[src/rtl/counter_10_pkg.sv]
// Shared definitions for the counter_10 tick generator.
// Latency: n/a (types, constants and a constant function only).
// Backpressure: n/a.
//
// Contents:
//   DIV_DEFAULT    default division ratio (10)
//   cnt_width()    smallest counter width w with 2^w >= div (at least 1)
//   CNT_W_DEFAULT  counter width for DIV_DEFAULT
//   cnt_t          counter type at the default width

package counter_10_pkg;

    localparam int DIV_DEFAULT = 10;

    // Constant function, evaluated at elaboration time only. The loop is
    // bounded so it stays friendly to every synthesis front end.
    function automatic int cnt_width(input int div);
        int w;
        w = 1;
        for (int i = 1; i < 31; i++) begin
            if ((1 << i) < div) begin
                w = i + 1;
            end
        end
        return w;
    endfunction

    localparam int CNT_W_DEFAULT = cnt_width(DIV_DEFAULT);

    typedef logic [CNT_W_DEFAULT-1:0] cnt_t;

endpackage : counter_10_pkg

[src/rtl/counter_10_mod_counter.sv]
// Free-running wrap-at-DIV counter with a look-ahead terminal flag.
// Latency: count updates on every rising clk edge; next_is_terminal is combinational from count.
// Backpressure: none, the counter never stalls.
//
// Ports:
//   clk               rising-edge clock
//   rst               asynchronous active-low reset (0 clears count)
//   count             current count, 0 .. DIV-1
//   next_is_terminal  1 when the value loaded at the next edge is DIV-1

module mod_counter
    import counter_10_pkg::*;
#(
    parameter int DIV   = DIV_DEFAULT,
    parameter int CNT_W = cnt_width(DIV)
) (
    input  logic             clk,
    input  logic             rst,
    output logic [CNT_W-1:0] count,
    output logic             next_is_terminal
);

    localparam logic [CNT_W-1:0] LAST = CNT_W'(DIV - 1);

    logic [CNT_W-1:0] count_nxt;

    // A compare of ">= LAST" instead of "== LAST" folds the wrap and the
    // recovery from an upset into an unused code into the same path: any
    // code at or beyond the terminal value returns to 0 on the next edge.
    always_comb begin
        count_nxt = count + CNT_W'(1);
        if (count >= LAST) begin
            count_nxt = '0;
        end
    end

    // Look-ahead decode so the top can register the tick and have it high
    // in exactly the cycle where count == DIV-1. Since DIV >= 2, the
    // recovery value 0 never decodes as terminal, so an upset also drops
    // the tick on the next edge.
    assign next_is_terminal = (count_nxt == LAST);

    always_ff @(posedge clk or negedge rst) begin
        if (!rst) begin
            count <= '0;
        end else begin
            count <= count_nxt;
        end
    end

endmodule : mod_counter

[src/rtl/counter_10.sv]
// Modulo-DIV tick generator: registered one-cycle pulse every DIV clk cycles.
// Latency: pulse is high in the same cycle count == DIV-1 (flop fed from next-count decode).
// Backpressure: none, free-running whenever reset is released.
//
// Ports:
//   clk    rising-edge clock
//   rst    asynchronous active-low reset; clears count and pulse at once
//   pulse  registered tick, high for one clk cycle out of every DIV
//
// Build option: define COUNTER_10_CHECK_EN to compile in simulation-only
// checks (pulse width, pulse spacing, count range, pulse low in reset,
// parameter legality). The synthesized logic is the same either way.

module counter_10
    import counter_10_pkg::*;
#(
    parameter int DIV   = DIV_DEFAULT,
    parameter int CNT_W = cnt_width(DIV)
) (
    input  logic clk,
    input  logic rst,
    output logic pulse
);

    logic [CNT_W-1:0] count;
    logic             next_is_terminal;

    mod_counter #(
        .DIV   (DIV),
        .CNT_W (CNT_W)
    ) u_cnt (
        .clk              (clk),
        .rst              (rst),
        .count            (count),
        .next_is_terminal (next_is_terminal)
    );

    // The tick leaves through a flop so the port never sees a decode glitch.
    always_ff @(posedge clk or negedge rst) begin
        if (!rst) begin
            pulse <= 1'b0;
        end else begin
            pulse <= next_is_terminal;
        end
    end

`ifdef COUNTER_10_CHECK_EN

    // Parameter legality, caught at elaboration.
    if (DIV < 2 || DIV > 65535 || (64'(1) << CNT_W) < 64'(DIV)) begin : g_bad_param
        $error("counter_10: illegal DIV=%0d / CNT_W=%0d", DIV, CNT_W);
    end

    // chk_gap counts cycles since the last observed pulse; chk_seen gates
    // the spacing check until one full period has been seen after reset.
    logic        chk_pulse_q;
    logic        chk_seen;
    int unsigned chk_gap;

    always @(posedge clk or negedge rst) begin
        if (!rst) begin
            chk_pulse_q <= 1'b0;
            chk_seen    <= 1'b0;
            chk_gap     <= 0;
        end else begin
            chk_pulse_q <= pulse;
            if (pulse) begin
                chk_seen <= 1'b1;
                chk_gap  <= 1;
            end else begin
                chk_gap  <= chk_gap + 1;
            end
        end
    end

    // Sampled at the rising edge: all values seen here are pre-edge.
    always @(posedge clk) begin
        if (rst) begin
            assert (!(pulse && chk_pulse_q))
                else $error("counter_10: pulse high for two consecutive cycles");
            if (pulse && chk_seen) begin
                assert (chk_gap == DIV)
                    else $error("counter_10: pulse spacing %0d, expected %0d", chk_gap, DIV);
            end
            assert (int'(count) < DIV)
                else $error("counter_10: count %0d out of range", count);
        end
    end

    // Mid-cycle sample avoids racing the asynchronous clear.
    always @(negedge clk) begin
        if (!rst) begin
            assert (!pulse)
                else $error("counter_10: pulse high during reset");
        end
    end

`else

    // count only feeds the checks; keep it visible without a dangling net.
    logic count_unused;
    assign count_unused = ^count;

`endif

endmodule : counter_10

[config.mk]
export PLATFORM = sky130hd
export DESIGN_NAME = counter_10
export DESIGN_NICKNAME = d
export VERILOG_FILES = /design/src/rtl/counter_10_pkg.sv /design/src/rtl/counter_10_mod_counter.sv /design/src/rtl/counter_10.sv
export SDC_FILE = /design/constraint.sdc
export NUM_CORES = 1
export LEC_CHECK = 0
export CAP_MARGIN = 20
export CORE_AREA = 2 2 39 41
export DETAILED_ROUTE_END_ITERATION = 16
export DIE_AREA = 0 0 41 43
export PLACE_DENSITY_LB_ADDON = 0.2
export REMOVE_ABC_BUFFERS = 1
export SYNTH_ARGS = -nofsm -noshare
export SYNTH_HDL_FRONTEND = slang
export SYNTH_SLANG_ARGS = --single-unit
[constraint.sdc]
create_clock -name clk -period 1.8 [get_ports clk]
set_clock_uncertainty 0.1 [all_clocks]
set_input_delay 0.36 -clock clk [delete_from_list [all_inputs] [get_ports clk]]
set_output_delay 0.36 -clock clk [all_outputs]
set_load 0.05 [all_outputs]
==> summary.txt <==
Run status
  – Status: completed

Final layout
  – Storage cell area: between 100 and 150 µm²
  – Fillcell total: 148
  – Post-layout util: 0.231
  – Final nets: 32
  – Area of the multi-input gates: 119 µm²
  – Finished Cell Area: 319 µm²
  – P&R area growth vs syn: 25.0%
  – Diodes inserted: 0
  – Share of post-route cells with drive strength above 1: 0.231

Worst setup path
  – Startpoint types: flop
  – WP data required: 1.85 ns
  – R2R Path Start: u_cnt.count[0]
  – Worst Path Arrival: between 1.5 and 2 ns
  – WS Path Type: reg -> reg
  – CP Max Fanout: 6
  – Critical Path End Type: flop
  – Worst setup path start: u_cnt.count[0]
  – Worst-path cell chain: ha_1 -> or3b_4 -> nor4_4
  – CP max stage cell: dfrtp_1
  – Reg-to-reg endpoint: pulse
  – Crit path to: pulse
  – Register-to-Register Path Depth: 3
  – CP max stage delay: 0.46 ns
  – Reg2reg setup slack: 0.28 ns

Floorplanning
  – Initial core utilization: 0.184
  – Site Rows: 14
  – Die Area: ~0.0018 mm²
  – Core area: between 0.001 and 0.0015 mm²
  – Die width: ~40 µm
  – Die H: 43 µm
  – # IOs: 3

Clock tree
  – Postcts setup bufs: 0
  – Clock slew at reported path FFs: 0.04 ns
  – Cts repair resizes: 0
  – Clock latency on the worst-skew pair: 0.24 ns
  – Htree depth: 1
  – Clock sinks: 5
  – Cts hold-fix bufs: 0
  – Clock Root Buffer: clkbuf_4
  – Total CTS buffers: 3
  – Max Root-Sink Buffers: 2
  – CTS tree: built

Route
  – Routed WL per cell: 9.14 µm
  – WL final: 384 µm
  – 1st-iter DRT viols: 1
  – TritonRoute pass-1 iters: 2
  – Via density: 3.83
  – Via count: 161
  – Routed Antenna Nets: 0
  – DRC: 0

Global routing
  – GRT Residual Overflow: 0
  – First-pass GRT wire length: 662 µm
  – Initial antenna violation count: 0
  – Pin count of the biggest net entering global routing: 7
  – Total Routing Usage GR: 0.0696
  – Vias in the first global route: approximately 170

Place
  – Dpl ws: between 0.2 and 0.3 ns
  – PortBufs: 2
  – GP Congestion: between 0.6 and 0.7
  – DP Wirelength: 304 µm
  – Dpl cell area: ~290 µm²

Power
  – Clock share of power: 0.522
  – P_leak: roughly 0.00013 µW
  – Switching share of power: 0.188
  – Peak VDD IR: 0.000148 V
  – Sw Pwr: between 40 and 50 µW
  – Internal power: just under 200 µW
  – Sequential share of power: 0.462
  – Comb pwr share: 0.016
  – PD cells: 766 mW/mm²

STA
  – Final Slew Violations: 0
  – Final Cycle Share: 0.847
  – Slew HR: 0.828
  – Fmax: 656 MHz
  – Setup tns final: 0 ns
  – Post-route setup slack: 0.276 ns
  – Finish-stage setup viols: 0
  – RSZ-0062 raised after global routing: no
  – Tmin final: about 1.5 ns
  – Tightest Pin Transition: 0.257 ns
  – Final hold violation count: 0
  – Hold Slack: 0.240 ns

Yosys
  – Post-synthesis cell area: 255 µm²
  – Register bit total from synthesis: 5
  – Seq/Total Area, Yosys: 0.490
  – Synth cell types: 12
  – Synth warn: 0
  – Mean post-synth cell area: 12.8 µm²
  – Cells after synthesis: 20

Hold path
  – Worst min path class: in -> async

Job
  – Max-Cap Viols: 0
layout by cell type, fill, tap and decap left out, types with 3 or more instances in the layout:
cell type | synthesis | final
dfrtp_1 | 5 | 5
inv_1 | 3 | 3
ha_1 | 3 | 3
clkbuf_4 | 0 | 3
routing by layer:
metal  track usage  up-vias  share of wire
li1              -       80              -
met1        0.0621       71           0.43
met2        0.0719        6           0.43
met3        0.0314        4          0.047
met4         0.140        0          0.089
met5             0        -              0
worst max-delay path, delay by kind of cell, from the launching register on:
kind                       cells  cell delay (ns)
adders and majority gates      1             0.23
DFF                            1             0.46
and+or+nand+nor                2             0.64
area by class of cell:
class	instances	area share
clock buffer	4	0.0824
inverter	3	0.0353
multi-input combinational	12	0.373
sequential	5	0.392
tap	16	0.0627
timing repair buffer	2	0.0549
registers in the layout, indices dropped and copies added (netlist names):
signal	cells
u_cnt.count	4
pulse	1
cell usage after synthesis:
library cell  n  share of area
dfrtp_1       5           0.49
ha_1          3           0.15
inv_1         3          0.044
a21boi_1      1          0.029
a21oi_1       1          0.020
mux2i_1       1          0.039
nand2b_1      1          0.025
nand3_1       1          0.020
nor4_4        1          0.083
o22ai_1       1          0.025
or3b_4        1          0.044
xnor2_1       1          0.034
cells by family (layout without fill, tap and decap cells):
family / Yosys count / count (layout) / synth area share
flip-flops: 5 / 5 / 0.490
AND/OR/NAND/NOR: 4 / 4 / 0.172
adder cells (fa/ha/maj): 3 / 3 / 0.147
AO/OA/AOI/OAI: 3 / 3 / 0.0735
buffers and inverters: 3 / 9 / 0.0441
XOR/XNOR: 1 / 1 / 0.0343
multiplexers: 1 / 1 / 0.0392
power by group through the flow:
stage / clock network (µW) / logic (µW) / registers, µW
after floorplan: 0 / 0.0000506 / 114
after global placement: 0 / 4.21 / 114
after detailed placement: 0 / 4.18 / 114
after CTS: 136 / 4.23 / 113
after global routing: 143 / 4.52 / 113
final: 127 / 3.99 / 113
worst min-delay path by stage:
stage                   start        endpoint  slack (ns)
6_report                  rst           pulse        0.24
3_5_place_dp   u_cnt.count[3]  u_cnt.count[1]        0.44
3_3_place_gp   u_cnt.count[3]  u_cnt.count[1]        0.45
2_1_floorplan             rst           pulse       -0.04
5_1_grt                   rst           pulse        0.25
4_1_cts                   rst           pulse        0.24
through the flow:
step,total power [µW],instances
final,244,42
after global routing,260,42
after floorplan,114,20
after global placement,119,38
after detailed placement,119,38
after CTS,253,42
No activity file was read; power rests on OpenSTA's default activity.
